--- config.mk ---
export PLATFORM = sky130hd
export DESIGN_NAME = address_decoder
export DESIGN_NICKNAME = d
export VERILOG_FILES = /design/src/rtl/address_decoder.sv
export SDC_FILE = /design/constraint.sdc
export NUM_CORES = 1
export LEC_CHECK = 0
export ABC_CLOCK_PERIOD_IN_PS = 6300
export CAP_MARGIN = 15
export CORE_MARGIN = 3
export CORE_UTILIZATION = 27
export DETAILED_ROUTE_END_ITERATION = 16
export MAX_ROUTING_LAYER = met4
export PLACE_DENSITY_LB_ADDON = 0.05
export SKIP_CTS_REPAIR_TIMING = 1
export SLEW_MARGIN = 30
export SYNTH_ARGS = -nofsm -noshare
export SYNTH_HDL_FRONTEND = slang
export SYNTH_SLANG_ARGS = --single-unit
--- constraint.sdc ---
create_clock -name refclk -period 6.3 [get_ports refclk]
set_input_delay 1.575 -clock refclk [delete_from_list [all_inputs] [get_ports refclk]]
set_output_delay 1.575 -clock refclk [all_outputs]
set_load 0.02 [all_outputs]
--- src/rtl/address_decoder.sv ---
// ============================================================================
// Module   : address_decoder
// Brief    : 68000 bus front-end: clock generator, CPU/DMA mux, chip-select decode.
// Revision : 1.0
// ============================================================================
`default_nettype none

module address_decoder #(
  parameter int LOCK_CYCLES = 4
) (
  input  logic        refclk,
  input  logic        rst,
  output logic        outclk_0,
  output logic        outclk_1,
  output logic        outclk_2,
  output logic        outclk_3,
  output logic        locked,
  input  logic        CPU_DMA_Select,
  input  logic        CPU_AS_L,
  input  logic        CPU_UDS_L,
  input  logic        CPU_LDS_L,
  input  logic        CPU_RW,
  input  logic [31:0] CPU_Address,
  input  logic [15:0] CPU_DataBusOut,
  input  logic        DMA_AS_L,
  input  logic        DMA_UDS_L,
  input  logic        DMA_LDS_L,
  input  logic        DMA_RW,
  input  logic [31:0] DMA_Address,
  input  logic [15:0] DMA_DataBusOut,
  output logic        AS_L,
  output logic        UDS_L,
  output logic        LDS_L,
  output logic        RW,
  output logic [31:0] AddressOut,
  output logic [15:0] DataOut,
  output logic        OnChipRomSelect_H,
  output logic        OnChipRamSelect_H,
  output logic        DramSelect_H,
  output logic        IOSelect_H,
  output logic        CanBusSelect_H,
  output logic        VoiceControl_H,
  output logic        OffBoardMemory_H,
  output logic        GraphicsCS_L,
  output logic        wrencursor,
  output logic        DMASelect_L
);

  localparam int CNT_W = (LOCK_CYCLES < 1) ? 1 : $clog2(LOCK_CYCLES + 1);
  localparam logic [CNT_W-1:0] C_LOCK_COUNT = CNT_W'(LOCK_CYCLES);

  logic             r_clk_div;
  logic [CNT_W-1:0] r_lock_cnt;

  // --------------------------------------------------------------------------
  // Clock generation
  // --------------------------------------------------------------------------
  always_ff @(posedge refclk or posedge rst) begin
    if (rst) begin
      r_clk_div  <= 1'b0;
      r_lock_cnt <= '0;
    end else begin
      r_clk_div <= ~r_clk_div;
      if (r_lock_cnt != C_LOCK_COUNT)
        r_lock_cnt <= r_lock_cnt + 1'b1;
    end
  end

  assign outclk_0 = r_clk_div;
  assign outclk_1 = r_clk_div;
  assign outclk_2 = refclk;
  assign outclk_3 = ~refclk;
  assign locked   = (r_lock_cnt == C_LOCK_COUNT);

  // --------------------------------------------------------------------------
  // Bus-master mux
  // --------------------------------------------------------------------------
  assign AS_L       = CPU_DMA_Select ? CPU_AS_L       : DMA_AS_L;
  assign UDS_L      = CPU_DMA_Select ? CPU_UDS_L      : DMA_UDS_L;
  assign LDS_L      = CPU_DMA_Select ? CPU_LDS_L      : DMA_LDS_L;
  assign RW         = CPU_DMA_Select ? CPU_RW         : DMA_RW;
  assign AddressOut = CPU_DMA_Select ? CPU_Address    : DMA_Address;
  assign DataOut    = CPU_DMA_Select ? CPU_DataBusOut : DMA_DataBusOut;

  // --------------------------------------------------------------------------
  // Address decode on the muxed address
  // --------------------------------------------------------------------------
  logic w_rom, w_io, w_can, w_ram, w_dram, w_gfx, w_cursor_region, w_voice, w_dma;

  assign w_rom           = (AddressOut[31:15] == 17'h0);
  assign w_io            = (AddressOut[31:16] == 16'h0040);
  assign w_can           = (AddressOut[31:20] == 12'h005);
  assign w_ram           = (AddressOut[31:18] == 14'h0200);
  assign w_dram          = (AddressOut[31:26] == 6'b111100);
  assign w_gfx           = (AddressOut[31:13] == 19'h7F800);
  assign w_cursor_region = (AddressOut[31:3]  == 29'h1FE02000);
  assign w_voice         = (AddressOut[31:16] == 16'hFF02);
  assign w_dma           = (AddressOut[31:16] == 16'hFF04);

  assign OnChipRomSelect_H = w_rom;
  assign IOSelect_H        = w_io;
  assign CanBusSelect_H    = w_can;
  assign OnChipRamSelect_H = w_ram;
  assign DramSelect_H      = w_dram;
  assign GraphicsCS_L      = w_gfx;
  assign VoiceControl_H    = w_voice;
  assign DMASelect_L       = ~w_dma;
  // Cursor writes are strobe-qualified; the region alone still blocks off-board.
  assign wrencursor        = w_cursor_region & ~AS_L & ~RW;
  assign OffBoardMemory_H  = ~(w_rom | w_io | w_can | w_ram | w_dram | w_gfx |
                               w_cursor_region | w_voice | w_dma);

endmodule

`default_nettype wire

## Word-level counts from Yosys, hierarchy flattened

Cells that the tools add are included.

- $add $sub $neg: 1
- Equality and inequality tests: 10
- Mux-type cells: 6
- Bitwise operators: 16
- Reduce and logical (&&, ||, !) cells: 1

Operator list:

| operator | count |
|---|---|
| 16-bit equality test, second input constant | 2 |
| 32-bit 2-to-1 mux | 1 |
| 29-bit equality test, second input constant | 1 |
| 19-bit equality test, second input constant | 1 |
| 17-bit logical NOT | 1 |
| 16-bit by 7-bit equality test with 1-bit output, second input constant | 1 |
| 16-bit 2-to-1 mux | 1 |
| 14-bit by 10-bit equality test with 1-bit output, second input constant | 1 |
| 12-bit by 3-bit equality test with 1-bit output, second input constant | 1 |
| 1-bit bitwise OR | 8 |
| 6-bit equality test, second input constant | 1 |
| 1-bit NOT | 6 |
| 1-bit 2-to-1 mux | 4 |
| 3-bit by 1-bit adder with 3-bit output, second input constant | 1 |
| 3-bit equality test, second input constant | 1 |
| 3-bit inequality test, second input constant | 1 |
| 1-bit bitwise AND | 2 |

- Register bits after elaboration: 4
- Input port bits: 107
- Output and inout port bits: 67
- Word-level logic and storage cells: 36

## Logic depth before layout (Yosys ltp)

- Word-level depth: 11
- Mapped depth: 7
- Mapped depth without buffers: 5

==> results.sh <==
export IMPL_outcome="finished, final reports clean"
export IMPL_min_path_cells=1
export IMPL_finish_utilization_pct=69.6
export IMPL_worstReg2RegEnd="r_lock_cnt[1]"
export IMPL_ys_flop_type="sky130_fd_sc_hd__dfrtp_1"
export IMPL_accumulated_negative_setup_slack_ns=0
export IMPL_detailedPlace_worstSlack_ns=0.727
export IMPL_r2r_cells=5
export IMPL_area_growth_syn_to_layout_pct=141
export IMPL_tightest_slew_ns=0.670
export IMPL_top_level_ports=174
export IMPL_post_synth_cell_area_avg_um2=8.68
export IMPL_path_clk_slew_ns=0.03
export IMPL_post_layout_total_power_uw=396
export IMPL_place_detailed_hpwl_um=5500
export IMPL_drt_first_pass_iters=4
export IMPL_gpl_final_weighted_congestion=0.792
export IMPL_worst_endpoint_arrival_ns=4.15
export IMPL_hold_viol=0
export IMPL_fin_ws_ns=0.576
export IMPL_timing_reg2reg_setup_slack_ns=5.27
export IMPL_count_of_final_max_slew_check_failures=0
export IMPL_synth_common_cells="49 x sky130_fd_sc_hd__mux2_2, 11 x sky130_fd_sc_hd__nor2_1, 10 x sky130_fd_sc_hd__inv_1"
export IMPL_globalRoute_totalOverflow=0
export IMPL_holdCritStartpoint="outclk_0"
export IMPL_hold_path_endpoint="outclk_0"
export IMPL_global_route_usage_total_pct=21.6
export IMPL_detailedRoute_firstIterationViolations=46
export IMPL_avgViaCountPerCell=4.97
export IMPL_die_area_um2=5690
export IMPL_netlist_area_um2=1300
export IMPL_clock_skew_ns=0.00468
export IMPL_synth_top_cell_area_share_pct=42.4
export IMPL_synth_seq_area_share_pct=7.68
export IMPL_setup_viol=0
export IMPL_grt_max_degree=36
export IMPL_first_global_vias=1936
export IMPL_drt_antenna_violating_nets=0
export IMPL_synth_warning_count=0
export IMPL_vias=1863
export IMPL_antenna_found_initial=0
export IMPL_synth_enable_flop_cells=0
export IMPL_synthDominantAreaCellType="sky130_fd_sc_hd__mux2_2"
export IMPL_finish_cell_count_without_fillers=375
export IMPL_irDropWorstVdd_mv=0.0871
export IMPL_n_antenna_cell=0
export IMPL_synthDistinctLibCells=48
export IMPL_yosys_register_bits=4
export IMPL_placedCellCount=368
export IMPL_placedInstanceArea_um2=3050
export IMPL_clk_insertion_delay_late_ns=0.34
export IMPL_critical_path_max_fanout=3
export IMPL_power_density_nw_per_um2=126
export IMPL_start_kind="clock port"
export IMPL_postLayoutCellArea_um2=3140
export IMPL_crit_start="refclk"
export IMPL_drt_drc=0
export IMPL_syn_inst=150
export IMPL_critPathKind="clk -> out"
export IMPL_total_leakage_power_nw=1.19
export IMPL_starting_density_of_the_core_pct=28.9
export IMPL_cap_viol_max_count=0
export IMPL_row_count=24
export IMPL_routed_wl_um=6320
export IMPL_slew_limit_headroom_pct=55.3
export IMPL_final_hold_worst_slack_ns=0.440
export IMPL_port_buffers=173
export IMPL_yosys_top_cells_area="sky130_fd_sc_hd__mux2_2 42%, sky130_fd_sc_hd__dfrtp_1 7.7%, sky130_fd_sc_hd__nor2_1 3.2%"
export IMPL_timing_critical_path_to_type="output port"
export IMPL_grt_pass1_wl_um=9130
export IMPL_rsz0062_at_grt="false"
export IMPL_post_synth_top_count_cell="sky130_fd_sc_hd__mux2_2"
export IMPL_core_area_um2=4500
export IMPL_wl_per_cell_um=16.9
export IMPL_die_height_um=75.5
export IMPL_drive_gt1_share_pct=21.1
export IMPL_die_width_um=75.5
export IMPL_reg2reg_from="r_lock_cnt[0]"
export IMPL_cts_tree="yes"
export IMPL_worst_min_path_class="reg -> reg"
export IMPL_synth_fp_nets=259
export IMPL_data_required_time_at_the_worst_endpoint_ns=4.72
export IMPL_synth_async_reset_ratio_pct=100
export IMPL_design_final_nets=433
==> routing by layer <==
layer / GRT usage [%] / share of wire (%) / vias to the layer above
met5: - / 0 / -
met4: 4.85 / 0.87 / 0
met3: 5.80 / 8.5 / 6
met2: 37.6 / 51 / 93
met1: 24.7 / 40 / 846
li1: - / - / 918
==> layout make-up <==
class,instances,area (um2)
Clock buffer,9,106
Clock inverter,1,3.75
Fill cell,369,1370
Inverter,9,33.8
Multi-Input combinational cell,127,1110
Sequential cell,4,100
Tap cell,52,65.1
Timing Repair Buffer,173,1720
==> kinds of logic (layout without fill, tap and decap cells) <==
family	Yosys count	count (layout)	synth area share [%]
buffers and inverters	19	192	7.40
AO/OA/AOI/OAI	18	18	11.2
multiplexers	51	51	43.9
XOR/XNOR	1	1	0.673
AND/OR/NAND/NOR	55	55	27.2
flip-flops	4	4	7.69
adder cells (fa/ha/maj)	2	2	1.92
==> how the worst max path moves through the flow <==
stage	endpoint	slack, ns	cells past startpoint
5_1_grt	outclk_3	0.54	5
3_3_place_gp	wrencursor	0.73	6
4_1_cts	outclk_3	0.57	5
6_report	outclk_3	0.58	5
2_1_floorplan	outclk_2	1.44	1
3_5_place_dp	wrencursor	0.73	6
==> critical path: stages <==
cell	delay [ns]
sky130_fd_sc_hd__clkbuf_8	0.11
sky130_fd_sc_hd__clkbuf_8	0.13
sky130_fd_sc_hd__clkbuf_8	0.13
sky130_fd_sc_hd__inv_1	0.04
sky130_fd_sc_hd__clkdlybuf4s50_1	0.59
==> cell usage in the layout (no fill, tap or decap), drive strengths merged, types with 3 or more instances in the layout <==
master | Yosys | routed
clkdlybuf4s50 | 0 | 172
mux2 | 49 | 49
nor2 | 11 | 11
inv | 10 | 10
clkbuf | 0 | 7
nand2 | 5 | 5
nand4 | 5 | 5
nor3 | 5 | 5
nand3 | 4 | 4
dfrtp | 4 | 4
nor4 | 4 | 4
nor4b | 4 | 4
buf | 9 | 3
==> flip-flops by register name, summed over array words and instances, names as in the netlist <==
name / flops
r_lock_cnt: 3
outclk_0: 1
==> power breakdown <==
group / internal, mW / switching, mW
logic: 0.129 / 0.0846
clock network: 0.107 / 0.0498
registers: 0.0258 / 0
No activity file was read; power rests on OpenSTA's default activity.
